<file path="src/rtl/mioc_dram_arbiter_pkg.sv">
// Shared state encodings and parameter defaults for the MIOC DRAM sequencer and bus arbiter.
// The optional DMA request timeout is enabled with MIOC_DMA_TIMEOUT_EN.
package mioc_dram_arbiter_pkg;

    localparam logic [2:0] DRAM_IDLE = 3'd0;
    localparam logic [2:0] DRAM_ROW  = 3'd1;
    localparam logic [2:0] DRAM_COL  = 3'd2;
    localparam logic [2:0] DRAM_CAS  = 3'd3;
    localparam logic [2:0] DRAM_RFSH = 3'd4;
    localparam logic [2:0] DRAM_PRE  = 3'd5;

    localparam logic [1:0] BUS_CPU = 2'd0;
    localparam logic [1:0] BUS_REQ = 2'd1;
    localparam logic [1:0] BUS_DMA = 2'd2;
    localparam logic [1:0] BUS_REL = 2'd3;

    localparam int unsigned PRECHARGE_CYC_DEF = 1;
    localparam int unsigned DMA_TIMEOUT_DEF   = 255;

endpackage

</file>
<file path="src/rtl/mioc_dram_arbiter_bus_arb.sv">
// Bus-ownership FSM (CPU/REQ/DMA/REL) between the Z80 and the 6801 DMA master.
// MIOC_DMA_TIMEOUT_EN adds a BUSAK_N timeout with a sticky DMA_ERR flag.
module mioc_bus_arb
  import mioc_dram_arbiter_pkg::*;
#(
  parameter int unsigned DMA_TIMEOUT = DMA_TIMEOUT_DEF
) (
  input  logic B_PHI,
  input  logic RST,
  input  logic DMA_N,
  input  logic BUSAK_N,
  input  logic dram_idle,
  output logic BUSRQ_N,
  output logic ADDRBUFEN_N,
  output logic DMA_ERR
);

  logic [1:0] state;
  logic [1:0] state_nxt;

`ifdef MIOC_DMA_TIMEOUT_EN
  localparam int unsigned TMO_W = (DMA_TIMEOUT > 1) ? $clog2(DMA_TIMEOUT) : 1;
  localparam logic [TMO_W-1:0] TMO_LAST = TMO_W'(DMA_TIMEOUT - 1);

  logic [TMO_W-1:0] tmo_cnt;
  logic             tmo_hit;
  logic             blocked;

  assign tmo_hit = (tmo_cnt == TMO_LAST);
`endif

  always_comb begin
    state_nxt = state;
    case (state)
      BUS_CPU: begin
`ifdef MIOC_DMA_TIMEOUT_EN
        if (!DMA_N && !blocked) state_nxt = BUS_REQ;
`else
        if (!DMA_N) state_nxt = BUS_REQ;
`endif
      end
      BUS_REQ: begin
        if (DMA_N)         state_nxt = BUS_CPU;
        else if (!BUSAK_N) state_nxt = BUS_DMA;
`ifdef MIOC_DMA_TIMEOUT_EN
        else if (tmo_hit)  state_nxt = BUS_CPU;
`endif
      end
      // Ownership is only handed back once any in-flight DRAM cycle has drained.
      BUS_DMA: if (DMA_N && dram_idle) state_nxt = BUS_REL;
      BUS_REL: if (BUSAK_N) state_nxt = BUS_CPU;
      default: state_nxt = BUS_CPU;
    endcase
  end

  always_ff @(posedge B_PHI or posedge RST) begin
    if (RST) begin
      state       <= BUS_CPU;
      BUSRQ_N     <= 1'b1;
      ADDRBUFEN_N <= 1'b0;
    end else begin
      state       <= state_nxt;
      BUSRQ_N     <= !((state_nxt == BUS_REQ) || (state_nxt == BUS_DMA));
      ADDRBUFEN_N <= (state_nxt == BUS_DMA);
    end
  end

`ifdef MIOC_DMA_TIMEOUT_EN
  always_ff @(posedge B_PHI or posedge RST) begin
    if (RST) begin
      tmo_cnt <= '0;
      blocked <= 1'b0;
      DMA_ERR <= 1'b0;
    end else begin
      if (state == BUS_REQ && state_nxt == BUS_REQ) tmo_cnt <= tmo_cnt + 1'b1;
      else                                          tmo_cnt <= '0;
      // A timed-out requester must drop DMA_N before it may ask again.
      if (state == BUS_REQ && !DMA_N && BUSAK_N && tmo_hit) begin
        blocked <= 1'b1;
        DMA_ERR <= 1'b1;
      end else if (DMA_N) begin
        blocked <= 1'b0;
      end
    end
  end
`else
  assign DMA_ERR = 1'b0;
`endif

endmodule

</file>
<file path="src/rtl/mioc_dram_arbiter.sv">
// DRAM cycle sequencer (RAS/MUX/CAS) for the MIOC, with the bus-ownership arbiter as a sub-block.
// Define MIOC_DMA_TIMEOUT_EN to enable the DMA request timeout and DMA_ERR flag.
module mioc_dram_arbiter
  import mioc_dram_arbiter_pkg::*;
#(
  parameter int unsigned DMA_TIMEOUT   = DMA_TIMEOUT_DEF,
  parameter int unsigned PRECHARGE_CYC = PRECHARGE_CYC_DEF
) (
  input  logic B_PHI,
  input  logic RST,
  input  logic BMREQ_N,
  input  logic BRD_N,
  input  logic N_BWR,
  input  logic BRFSH_N,
  input  logic BA15,
  input  logic RAM_SEL,
  input  logic DMA_N,
  input  logic BUSAK_N,
  output logic RAS_N,
  output logic MUX,
  output logic CAS1_N,
  output logic CAS2_N,
  output logic BUSRQ_N,
  output logic ADDRBUFEN_N,
  output logic BUSY,
  output logic DMA_ERR
);

  localparam int unsigned PRE_W = (PRECHARGE_CYC > 1) ? $clog2(PRECHARGE_CYC) : 1;
  localparam logic [PRE_W-1:0] PRE_LAST = PRE_W'(PRECHARGE_CYC - 1);

  logic [2:0]       state;
  logic [2:0]       state_nxt;
  logic             bank;
  logic [PRE_W-1:0] pre_cnt;
  logic             dram_idle;

  assign dram_idle = (state == DRAM_IDLE);

  always_comb begin
    state_nxt = state;
    case (state)
      DRAM_IDLE: begin
        if (!BMREQ_N && !BRFSH_N)
          state_nxt = DRAM_RFSH;
        else if (!BMREQ_N && RAM_SEL && (!BRD_N || !N_BWR))
          state_nxt = DRAM_ROW;
      end
      DRAM_ROW:  state_nxt = BMREQ_N ? DRAM_PRE : DRAM_COL;
      DRAM_COL:  state_nxt = BMREQ_N ? DRAM_PRE : DRAM_CAS;
      DRAM_CAS:  if (BMREQ_N) state_nxt = DRAM_PRE;
      DRAM_RFSH: if (BMREQ_N) state_nxt = DRAM_PRE;
      DRAM_PRE:  if (pre_cnt == PRE_LAST) state_nxt = DRAM_IDLE;
      default:   state_nxt = DRAM_IDLE;
    endcase
  end

  // Strobes are decoded from the next state so every output leaves a flop.
  always_ff @(posedge B_PHI or posedge RST) begin
    if (RST) begin
      state   <= DRAM_IDLE;
      bank    <= 1'b0;
      pre_cnt <= '0;
      RAS_N   <= 1'b1;
      MUX     <= 1'b0;
      CAS1_N  <= 1'b1;
      CAS2_N  <= 1'b1;
      BUSY    <= 1'b0;
    end else begin
      state <= state_nxt;
      if (state == DRAM_IDLE && state_nxt == DRAM_ROW) bank <= BA15;
      if (state == DRAM_PRE && state_nxt == DRAM_PRE) pre_cnt <= pre_cnt + 1'b1;
      else                                            pre_cnt <= '0;
      RAS_N  <= !(state_nxt inside {DRAM_ROW, DRAM_COL, DRAM_CAS, DRAM_RFSH});
      MUX    <= (state_nxt inside {DRAM_COL, DRAM_CAS});
      CAS1_N <= !((state_nxt == DRAM_CAS) && !bank);
      CAS2_N <= !((state_nxt == DRAM_CAS) && bank);
      BUSY   <= (state_nxt != DRAM_IDLE);
    end
  end

  mioc_bus_arb #(
    .DMA_TIMEOUT(DMA_TIMEOUT)
  ) u_bus_arb (
    .B_PHI      (B_PHI),
    .RST        (RST),
    .DMA_N      (DMA_N),
    .BUSAK_N    (BUSAK_N),
    .dram_idle  (dram_idle),
    .BUSRQ_N    (BUSRQ_N),
    .ADDRBUFEN_N(ADDRBUFEN_N),
    .DMA_ERR    (DMA_ERR)
  );

endmodule
</file>
<file path="config.mk">
export PLATFORM = sky130hd
export DESIGN_NAME = mioc_dram_arbiter
export DESIGN_NICKNAME = d
export VERILOG_FILES = /design/src/rtl/mioc_dram_arbiter_pkg.sv /design/src/rtl/mioc_dram_arbiter_bus_arb.sv /design/src/rtl/mioc_dram_arbiter.sv
export SDC_FILE = /design/constraint.sdc
export NUM_CORES = 1
export LEC_CHECK = 0
export BUFFER_PORTS_ARGS = -buffer_cell sky130_fd_sc_hd__buf_2
export CAP_MARGIN = 30
export CELL_PAD_IN_SITES_DETAIL_PLACEMENT = 0
export CELL_PAD_IN_SITES_GLOBAL_PLACEMENT = 1
export CORE_MARGIN = 1
export CORE_UTILIZATION = 38
export CTS_CLUSTER_SIZE = 10
export DETAILED_ROUTE_END_ITERATION = 10
export PLACE_DENSITY_LB_ADDON = 0.1
export SLEW_MARGIN = 15
export SYNTH_ARGS = -nofsm -noshare
export SYNTH_HDL_FRONTEND = slang
export SYNTH_SLANG_ARGS = --single-unit
export TNS_END_PERCENT = 30
</file>
<file path="constraint.sdc">
create_clock -name B_PHI -period 1.9 [get_ports B_PHI]
set_input_delay 0.095 -clock B_PHI [delete_from_list [all_inputs] [get_ports B_PHI]]
set_output_delay 0.095 -clock B_PHI [all_outputs]
set_load 0.01 [all_outputs]
</file>
### Yosys cells after proc, flatten, opt, wreduce, memory -nomap -nowiden

Cells that the tools add are included.

| operators by class | value |
|---|---|
| $add $sub $neg | 1 |
| equal/unequal tests | 15 |
| muxes and demuxes | 14 |
| reduce and logical (&&, ||, !) cells | 25 |

Operators by type and width:

| kind | number |
|---|---|
| 2-to-1 mux 3 bit | 6 |
| case mux 3 bit (5 select lines) | 1 |
| equality test 3 x 2 -> 1 bit (second input constant) | 4 |
| equality test 3 bit (second input constant) | 4 |
| 2-to-1 mux 2 bit | 5 |
| logical NOT 1 bit | 9 |
| logical AND 1 bit | 8 |
| case mux 2 bit (4 select lines) | 1 |
| equality test 2 bit (second input constant) | 3 |
| equality test 3 x 1 -> 1 bit (second input constant) | 2 |
| equality test 2 x 1 -> 1 bit (second input constant) | 2 |
| nonzero test 4 bit | 1 |
| logical NOT 3 bit | 1 |
| nonzero test 3 bit | 1 |
| logical NOT 2 bit | 1 |
| logical OR 1 bit | 2 |
| nonzero test 2 bit | 1 |
| OR reduction 2 bit | 1 |
| adder 1 bit (second input constant) | 1 |
| 2-to-1 mux 1 bit | 1 |

| word-level totals | value |
|---|---|
| register bits after elaboration | 14 |
| input bits | 10 |
| output and inout bits | 8 |
| word-level logic and storage cells | 66 |

### Logic depth before layout (Yosys ltp)

Gate-level depths: netlist of run 1.

| depth | value |
|---|---|
| word-level depth | 9 |
| mapped depth | 6 |
| depth with buffers taken out | 5 |

### Hierarchy

A second synthesis of run 1 with hierarchy kept.

| unflattened totals | value |
|---|---|
| cells, all modules | 64 |
| area, all modules | 684.4 um^2 |

Modules (own cells, without submodules):

| module | times used | cells an instance | area each (um^2) | sequential area each (um^2) |
|---|---|---|---|---|
| mioc_dram_arbiter | 1 | 46 | 500.5 | 254.0 |
| mioc_bus_arb | 1 | 18 | 183.9 | 101.3 |

### Worst setup path after synthesis of run 1

No wires, ideal clock.

| path | value |
|---|---|
| path kind | reg2reg |
| start | register state[1] |
| end | register u_bus_arb.BUSRQ_N |
| library setup time | 0.083 ns |
| arrival time | 1.382 ns |
| data required time | 1.817 ns |
| slack | 0.435 ns |
| stages on the path, launching flop included | 7 |
| buffers on the path | 1 |
| period minus slack after synthesis | 1.465 ns |
| cell sequence | dfrtp_1 -> buf_6 -> nor3_2 -> and3_1 -> nor2_1 -> o221a_4 -> ha_1 |

| between the ends | value |
|---|---|
| longest elaborated chain between the ends | 7 |
| elaborated cells on any way between the ends | 8 |
| classes of those cells | eq/ne (2); mux (2); reduce/logical (4) |

Ends and longest elaborated chain:

| item | RTL line | text |
|---|---|---|
| start, declared | mioc_dram_arbiter.sv:32 | `logic [2:0] state;` |
| start signal, assigned | mioc_dram_arbiter.sv:70 | `state <= state_nxt;` |
| logical NOT 3 bit * | mioc_dram_arbiter.sv:38 | `assign dram_idle = (state == DRAM_IDLE);` |
| logical AND 1 bit * | mioc_dram_arbiter_bus_arb.sv:50 | `BUS_DMA: if (DMA_N && dram_idle) state_nxt = BUS_REL;` |
| 2-to-1 mux 2 bit * | mioc_dram_arbiter_bus_arb.sv:50 |  |
| case mux 2 bit (4 select lines) * | mioc_dram_arbiter_bus_arb.sv:34 | `case (state)` |
| equality test 2 x 1 -> 1 bit or equality test 2 bit (tied branches) | mioc_dram_arbiter_bus_arb.sv:63 | `BUSRQ_N <= !((state_nxt == BUS_REQ) \|\| (state_nxt == BUS_DMA));` |
| logical OR 1 bit * | mioc_dram_arbiter_bus_arb.sv:63 |  |
| logical NOT 1 bit * | mioc_dram_arbiter_bus_arb.sv:63 |  |
| end signal, assigned | mioc_dram_arbiter_bus_arb.sv:63 |  |
| end, declared | mioc_dram_arbiter_bus_arb.sv:13 | `output logic BUSRQ_N,` |

Mark *: on every way between the ends. The rest lies on a longest branch, timed or not.
A chain may end at the register's enable or synchronous reset.

### Worst setup path after layout of run 1

Ends and elaborated chain as after synthesis.

==> results of run 1 <==
[cells in the final DEF, fill, tap and decap left out, types with 2 or more instances in the layout]
| cell type | instances |
|---|---|
| inv_1 | 4 |
| nand2_1 | 4 |
| buf_2 | 16 |
| nor2_1 | 6 |
| nand3b_1 | 2 |
| dfrtp_1 | 10 |
| clkbuf_4 | 3 |
| o21a_1 | 2 |
| a21oi_1 | 3 |
| conb_1 | 2 |
| o21ai_1 | 2 |
| dfstp_2 | 4 |
[flip-flops by register name, indices dropped and copies added, names as in the netlist]
register and cells:
BUSY 1, u_bus_arb.BUSRQ_N 1, MUX 1, pre_cnt 1
u_bus_arb.ADDRBUFEN_N 1, u_bus_arb.state 2, RAS_N 1, CAS1_N 1
state 3, CAS2_N 1, bank 1
[where the power goes]
group | switching [mW] | internal [mW]
sequential | 0.0987 | 0.426
combinational | 0.223 | 0.223
clock | 0.0840 | 0.0732
total | 0.406 | 0.722
[cell usage after synthesis (all sizes together)]
library cell / count
dfrtp: 10
nor2: 6
inv: 5
a21oi: 4
dfstp: 4
nand2: 4
buf: 3
mux2: 2
nand3b: 2
o21a: 2
o21ai: 2
a22oi: 1
a31oi: 1
and3: 1
conb: 1
ha: 1
nand3: 1
nor2b: 1
nor3: 1
o21ba: 1
o221a: 1
o221ai: 1
o31a: 1
xor2: 1
[cells by family after synthesis]
group                      share of synthesized area (%)
AOI/OAI and AO/OA                                   18.6
other                                              0.568
muxes                                               3.98
DFF                                                 53.8
xor gates and xnor gates                            1.33
and+or+nand+nor                                     12.5
buffers and inverters                               7.39
adders and majority gates                           1.89
[area by class of cell]
| cell class | instances | area, sq um | share of cell area [%] |
|---|---|---|---|
| Multi-Input combinational cell | 36 | 260 | 33.9 |
| Timing Repair Buffer | 17 | 90.1 | 11.7 |
| Sequential cell | 14 | 355 | 46.3 |
| Inverter | 5 | 18.8 | 2.45 |
| Tap cell | 16 | 20.0 | 2.61 |
| Clock buffer | 3 | 22.5 | 2.94 |
[stage by stage]
step / std cells / instance area (sq um)
2_1_floorplan: 58 / 664
3_3_place_gp: 87 / 734
3_5_place_dp: 87 / 734
4_1_cts: 91 / 767
5_1_grt: 91 / 767
6_report: 91 / 767
[timing repair]
item / in CTS / in global routing
hold endpoints to repair: 10 / 0
setup endpoints to repair: 0 / 0
hold buffers: 1 / 0
setup buffers: 0 / 0
[routing by layer]
metal / vias to the layer above / routed length (microns) / global-route usage [%]
met2: 12 / 513 / 20.0
li1: 230 / - / -
met4: 0 / 0 / 9.38
met1: 209 / 494 / 17.5
met3: 0 / 55 / 5.42
met5: - / 0 / 0
[critical path, stage by stage, from the launching register on]
cell     delay [ps]
dfrtp_1         490
nor3_2          230
and3_1          170
nor2_1           40
o221a_4         260
ha_1            290
[worst paths after layout]
| path | startpoint | to | slack (ps) | depth (start not counted) |
|---|---|---|---|---|
| min in group asynchronous | RST | MUX | 390 | 3 |
| min reg2reg | bank | CAS2_N | 430 | 1 |
| max | state[1] | u_bus_arb.BUSRQ_N | 350 | 5 |
| min | BA15 | bank | 30 | 2 |
| max reg2reg | state[1] | u_bus_arb.BUSRQ_N | 350 | 5 |
| max in group asynchronous | RST | RAS_N | 1140 | 3 |
==> run metrics, run 1 <==
status finished, violations left; violated checks design-rule violations; Initial Util 42.4%; RSZ-0062 raised after global routing false; Max Slew Vio Count 0; pre-CTS WS 353 ps; fillers 153; Layout area overhead 16.1%; CTS Buffer Depth 2; share of cells above drive strength 1 42.7%; Final Hold Fails 0; DRC 1; Leak Pwr 0.370 nW; pin count of the biggest net entering global routing 15; worst vdd ir ~720 uV; I/O Pins 18; max_slew headroom 65.3%; vias between 400 and 500; Overall Power 1.13 mW; syn avg cell area approximately 12 sq um; post-synth top area cell dfrtp_1; Rows 14; Num CTS Buffers 3; setup slack after layout 355 ps; initial antenna violation count 0; flops & latches, synth 14; clock-pin slew on the worst setup and hold paths 80 ps; max-cap violations 0; die width 43.7 microns; Worst Setup Start Kind register; Seq/Total Area, Yosys 53.8%; average via count per standard cell slightly below 5; Fmax achieved approximately 650 MHz; antenna viol nets, final 0; synth warn 0; Hold WC Path Type primary input to register; Final Cycle Share 81.3%; Power Density 1470 nW/um^2; CTS tree built; gpl congestion 0.717; GR Util All Layers 14.0%; worst-path fanout max 9; Skew-Pair Late Insertion Delay roughly 270 ps; CP required 2100 ps; Synth area leaders dfrtp_1, dfstp_2, buf_6; Yosys top cell area share 37.9%; vias in the first global route between 400 and 500; Die Y 43.7 microns; area of the core 1560 sq um; setup violators final 0; post-cts gate resize count 0; initial DRC count 3; Post-Synthesis Cells 57; Final Critical Period between 1500 and 2000 ps; crit end category register; Final Skew ~4.7 ps; Layout Nets 88; ant diodes 0; CTS sink cnt 14; die area 1910 sq um; final WL approximately 1100 microns; Setup CP Type register to register; Netlist Area Pre-Place about 660 sq um; worst hold slack 34.8 ps; Initial DRT Pass Iterations 7; H-tree depth 1; dpl hpwl 802 microns; Port-buffer cells 16; CTS Root Cell clkbuf_4; first-pass GRT wire length 1800 microns; GRT Residual Overflow 0; worst slew pin tran 519 ps; WL/cell 11.7 microns; Synth cell types 28; Final Util 49.2%; post-route setup TNS 0 ps; Arr. time, crit path roughly 1700 ps
(Power assumes the default switching activity.)
==> run 2: changes to the inputs <==
clock period = 1.58 ns   (was 1.9 ns; I/O delays follow)
==> run 2 against run 1 <==
Compared with the run above:
- critical endpoint unchanged
- wire length increased by 2.0%
- first-iteration DRC count did not move
- critical path depth stayed put
- via count rose by 1.8%
- sequential cell count unchanged
- sequential power grew 13%
- the run still ends with design-rule violations left
- cell count rose by 3.3%
- non-clock buffer count is 2 higher
- clock skew down 4.2 ps
- register-to-register slack worse by 190 ps
- die area stayed put
==> run metrics, run 2 (synthesis gave the netlist of run 1 again) <==
initial DRC count 3; CP startpoint state[1]; I/O Pins 18; CP required 1790 ps; Final Critical Period 1420 ps; WL/cell 11.5 microns; DRC 1; antenna viol nets, final 0; Slowest-stage cell, CP dfrtp_1; dpl hpwl roughly 800 microns; vias approximately 460; Cell Chain, Critical Path nor3_2 > and3_1 > nor2_1 > o221a_4 > ha_1; worst reg2reg path startpoint state[1]; most common library cell in the layout ignoring fill and taps buf_2; Skew-Pair Late Insertion Delay about 270 ps; Worst Setup Start Kind register; GRT Residual Overflow 0; Port-buffer cells 16; initial antenna violation count 0; Rows 14; vias in the first global route 450; area of the core 1560 sq um; worst slew pin tran about 530 ps; Arr. time, crit path roughly 1600 ps; H-tree depth 1; Initial Util 42.4%; max-cap violations 0; Largest stage delay, worst path 400 ps; Reg area 355 sq um; postcts setup bufs 0; Layout Nets 90; Final Skew 0.571 ps; worst vdd ir 862 uV; most frequent cells in the layout buf_2, dfrtp_1, nor2_1; number of flip-flops in the largest register 3; Power Density 1820 nW/um^2; Final Hold Fails 0; Fmax achieved 704 MHz; Leak Pwr ~0.39 nW; CP Buf/Inv Count 0; CTS Root Cell clkbuf_4; Final Util 51.0%; CTS sink cnt 14; largest registers state (3), u_bus_arb.state (2); CTS tree built; share of cells above drive strength 1 44.9%; GR Util All Layers around 14%; average via count per standard cell 4.88; Max Slew Vio Count 0; Overall Power roughly 1.4 mW; Final Cycle Share 89.9%; RSZ-0062 raised after global routing false; CTS Buffer Depth 2; max_slew headroom around 64%; Die Y 43.7 microns; Biggest register state; clock-pin slew on the worst setup and hold paths about 80 ps; final WL 1080 microns; Num CTS Buffers 3; die area 1910 sq um; Setup CP Type register to register; Layout area overhead 20.5%; CP delay by family, top flip-flops; violated checks design-rule violations; ant diodes 0; Initial DRT Pass Iterations 7; gpl congestion about 0.73; status finished, violations left; die width ~44 microns; hold depth 2; worst-path fanout max 2; pin count of the biggest net entering global routing 15; Stages on worst setup path 5; post-route setup TNS 0 ps; fillers 148; first-pass GRT wire length 1880 microns; worst hold start BA15; setup violators final 0; crit end category register; R2R cell count 5; worst hold slack 23.0 ps; Hold WC Path Type primary input to register; multi-input logic area 260 sq um
==> run 2: cell types whose count changed in the layout (fill, tap and decap cells not counted) <==
cell,before,now
clkbuf_8,0,1
buf_4,0,2
==> run 2: worst reg2reg max path, cell delays in order (launching register included) <==
cell and delay [ps]:
dfrtp_1 400, nor3_2 190, and3_1 170, nor2_1 40
o221a_4 260, ha_1 290
==> run 2: final timing paths <==
kind	endpoint	slack [ps]
min in group asynchronous	u_bus_arb.ADDRBUFEN_N	380
hold / removal	bank	20
max in group asynchronous	RAS_N	840
setup reg to reg	u_bus_arb.BUSRQ_N	160
hold reg to reg	CAS2_N	430
setup / recovery	u_bus_arb.BUSRQ_N	160
==> run 2: what timing repair did <==
item,in CTS,in global routing
gates resized for setup,0,0
hold buffers,1,0
hold endpoints to repair,10,0
==> run 2: cell type report <==
type / count / share of cell area [%]
flip-flops and latches: 14 / 44.7
multi-input cells: 36 / 32.7
repair buffers: 19 / 13.2
clock buffers: 4 / 4.56
well taps: 16 / 2.52
inverters: 5 / 2.36
==> run 2: per-layer routing <==
| metal | up-vias | global-route usage, % | routed length, microns |
|---|---|---|---|
| li1 | 232 | - | - |
| met1 | 212 | 16.7 | 519 |
| met5 | - | 0 | 0 |
| met4 | 0 | 5.63 | 0 |
| met3 | 0 | 6.25 | 70 |
| met2 | 15 | 21.5 | 495 |
==> run 2: stage by stage <==
| step | instance area [sq um] | instances | setup slack [ps] |
|---|---|---|---|
| after floorplan | 664 | 58 | 115 |
| after detailed placement | 749 | 89 | 158 |
| after global placement | 749 | 89 | 189 |
| after CTS | 796 | 94 | 145 |
| after global routing | 796 | 94 | 96.6 |
| final | 796 | 94 | 160 |
==> run 2: report_power, final <==
part           total (mW)  switching, mW  leakage, nW  internal [mW]
logic               0.605          0.313        0.204          0.292
clock network       0.250          0.110       0.0210          0.140
registers           0.594         0.0803        0.163          0.513
==> run 3: changes to the inputs <==
GPL_TIMING_DRIVEN = 0   (was unset)
==> run 3 against run 2 <==
Compared with the run above:
- the run still ends with design-rule violations left
- die area unchanged
- worst setup slack got worse by 81 ps
- fmax decreased by 5.4%
- cell count increased by 2.1%
- count of clock-buffer cells in the layout unchanged
- highest routed layer is now met4
==> run metrics, run 3 (synthesis gave the netlist of run 1 again) <==
Initial DRT Pass Iterations 7; Skew-Pair Late Insertion Delay 270 ps; CTS tree built; clock-pin slew on the worst setup and hold paths ~80 ps; worst reg2reg path endpoint u_bus_arb.BUSRQ_N; I/O Pins 18; number of flip-flops in the largest register 3; Layout area overhead 24.8%; status finished, violations left; Final Critical Period about 1500 ps; placed instance area 764 sq um; Hold WC Path Type primary input to register; crit path to u_bus_arb.BUSRQ_N; Layout Nets just over 90; gpl congestion 0.681; GRT Residual Overflow 0; post-route setup TNS 0 ps; average via count per standard cell 5.03; Arr. time, crit path 1710 ps; first-pass GRT wire length 1900 microns; ant diodes 0; Overall Power 1.51 mW; CTS Buffer Depth 2; initial antenna violation count 0; Worst Setup Start Kind register; area of the core 1560 sq um; Leak Pwr 0.400 nW; dpl hpwl 766 microns; pin count of the biggest net entering global routing 15; Port-buffer cells 16; most common library cell in the layout ignoring fill and taps buf_2; Max Slew Vio Count 0; RSZ-0062 raised after global routing false; GR Util All Layers 14.4%; Num CTS Buffers 3; WL/cell roughly 11 microns; Slowest-stage cell, CP dfrtp_1; Stages on worst setup path 6; worst reg2reg path startpoint state[1]; Die Y between 40 and 50 microns; R2R cell count 6; Power Density 1830 nW/um^2; Setup CP Type register to register; share of cells above drive strength 1 46.3%; final WL 1100 microns; worst hold start BA15; setup violators final 0; violated checks design-rule violations; CTS sink cnt 14; worst-path fanout max 9; initial DRC count 11; vias in the first global route ~420; worst vdd ir 783 uV; DP Cell Count 90; max_slew headroom between 60 and 70%; Largest stage delay, worst path between 300 and 400 ps; H-tree depth 1; Rows 14; Design Area, Final slightly above 800 sq um; Fmax achieved about 670 MHz; worst slew pin tran ~520 ps; crit end category register; antenna viol nets, final 0; non-filler cells, final 96; Initial Util a little over two fifths; CP delay by family, top flip-flops; most frequent cells in the layout buf_2, dfrtp_1, nor2_1; R2R Setup Slk between 70 and 80 ps; max-cap violations 0; vias approximately 480; die width 43.7 microns; Final Skew 1.04 ps; DRC 1; die area between 1500 and 2000 sq um; CP startpoint state[1]; Final Cycle Share 95.0%; pre-CTS WS 45.2 ps; largest registers state (3), u_bus_arb.state (2); CP required 1790 ps; CTS Root Cell clkbuf_4; Final Hold Fails 0; Biggest register state; Cell Chain, Critical Path buf_6 > nor3_4 > and3_1 > nor2_1 > o221a_4 > ha_1; setup slack after layout 79.5 ps; CP Buf/Inv Count 1
-- run 3: layer usage --
layer | vias to the layer above | global-route usage [%] | share of wire (%) | routed length, microns
met1 | 226 | 18.3 | 46 | 504
met2 | 17 | 20.6 | 45 | 491
met3 | 2 | 7.50 | 8.5 | 93
met5 | - | 0 | 0 | 0
met4 | 0 | 5.63 | 0.82 | 9
li1 | 238 | - | - | -
-- run 3: per-stage QoR --
step / hold WS (ps) / util, %
detailed placement: 142 / 49.0
CTS: 12.2 / 52.0
finish: 17.5 / 52.9
global placement: 138 / 49.0
global route: 23.1 / 52.9
floorplan: -34.6 / -
-- run 3: cell type report --
class / count / area (sq um)
fillers: 138 / 734
clock buffers: 4 / 36.3
flip-flops and latches: 14 / 355
plain buffers: 3 / 30.0
well taps: 16 / 20.0
inverters: 5 / 18.8
multi-input cells: 36 / 267
repair buffers: 18 / 97.6
-- run 3: how the worst min path moves through the flow --
stage / endpoint / slack, ps / depth (start not counted)
floorplan: BUSY / -30 / 1
global placement: u_bus_arb.ADDRBUFEN_N / 140 / 2
detailed placement: u_bus_arb.ADDRBUFEN_N / 140 / 2
CTS: bank / 10 / 2
global route: bank / 20 / 2
finish: bank / 20 / 2
-- run 3: worst register-to-register path, cell delays in order (launching register included) --
cell and delay [ps]:
dfrtp_1 380, buf_6 140, nor3_4 160, and3_1 170, nor2_1 50, o221a_4 260
ha_1 280
-- run 3: power breakdown --
group	switching (mW)	internal [mW]
sequential	0.0821	0.513
combinational	0.331	0.326
clock	0.113	0.140
-- run 3: repair_timing --
item | in CTS | in global routing
setup buffers | 0 | 1
hold buffers | 1 | 0
hold endpoints to repair | 10 | 0
setup endpoints to repair | 0 | 2
gates resized for setup | 0 | 1
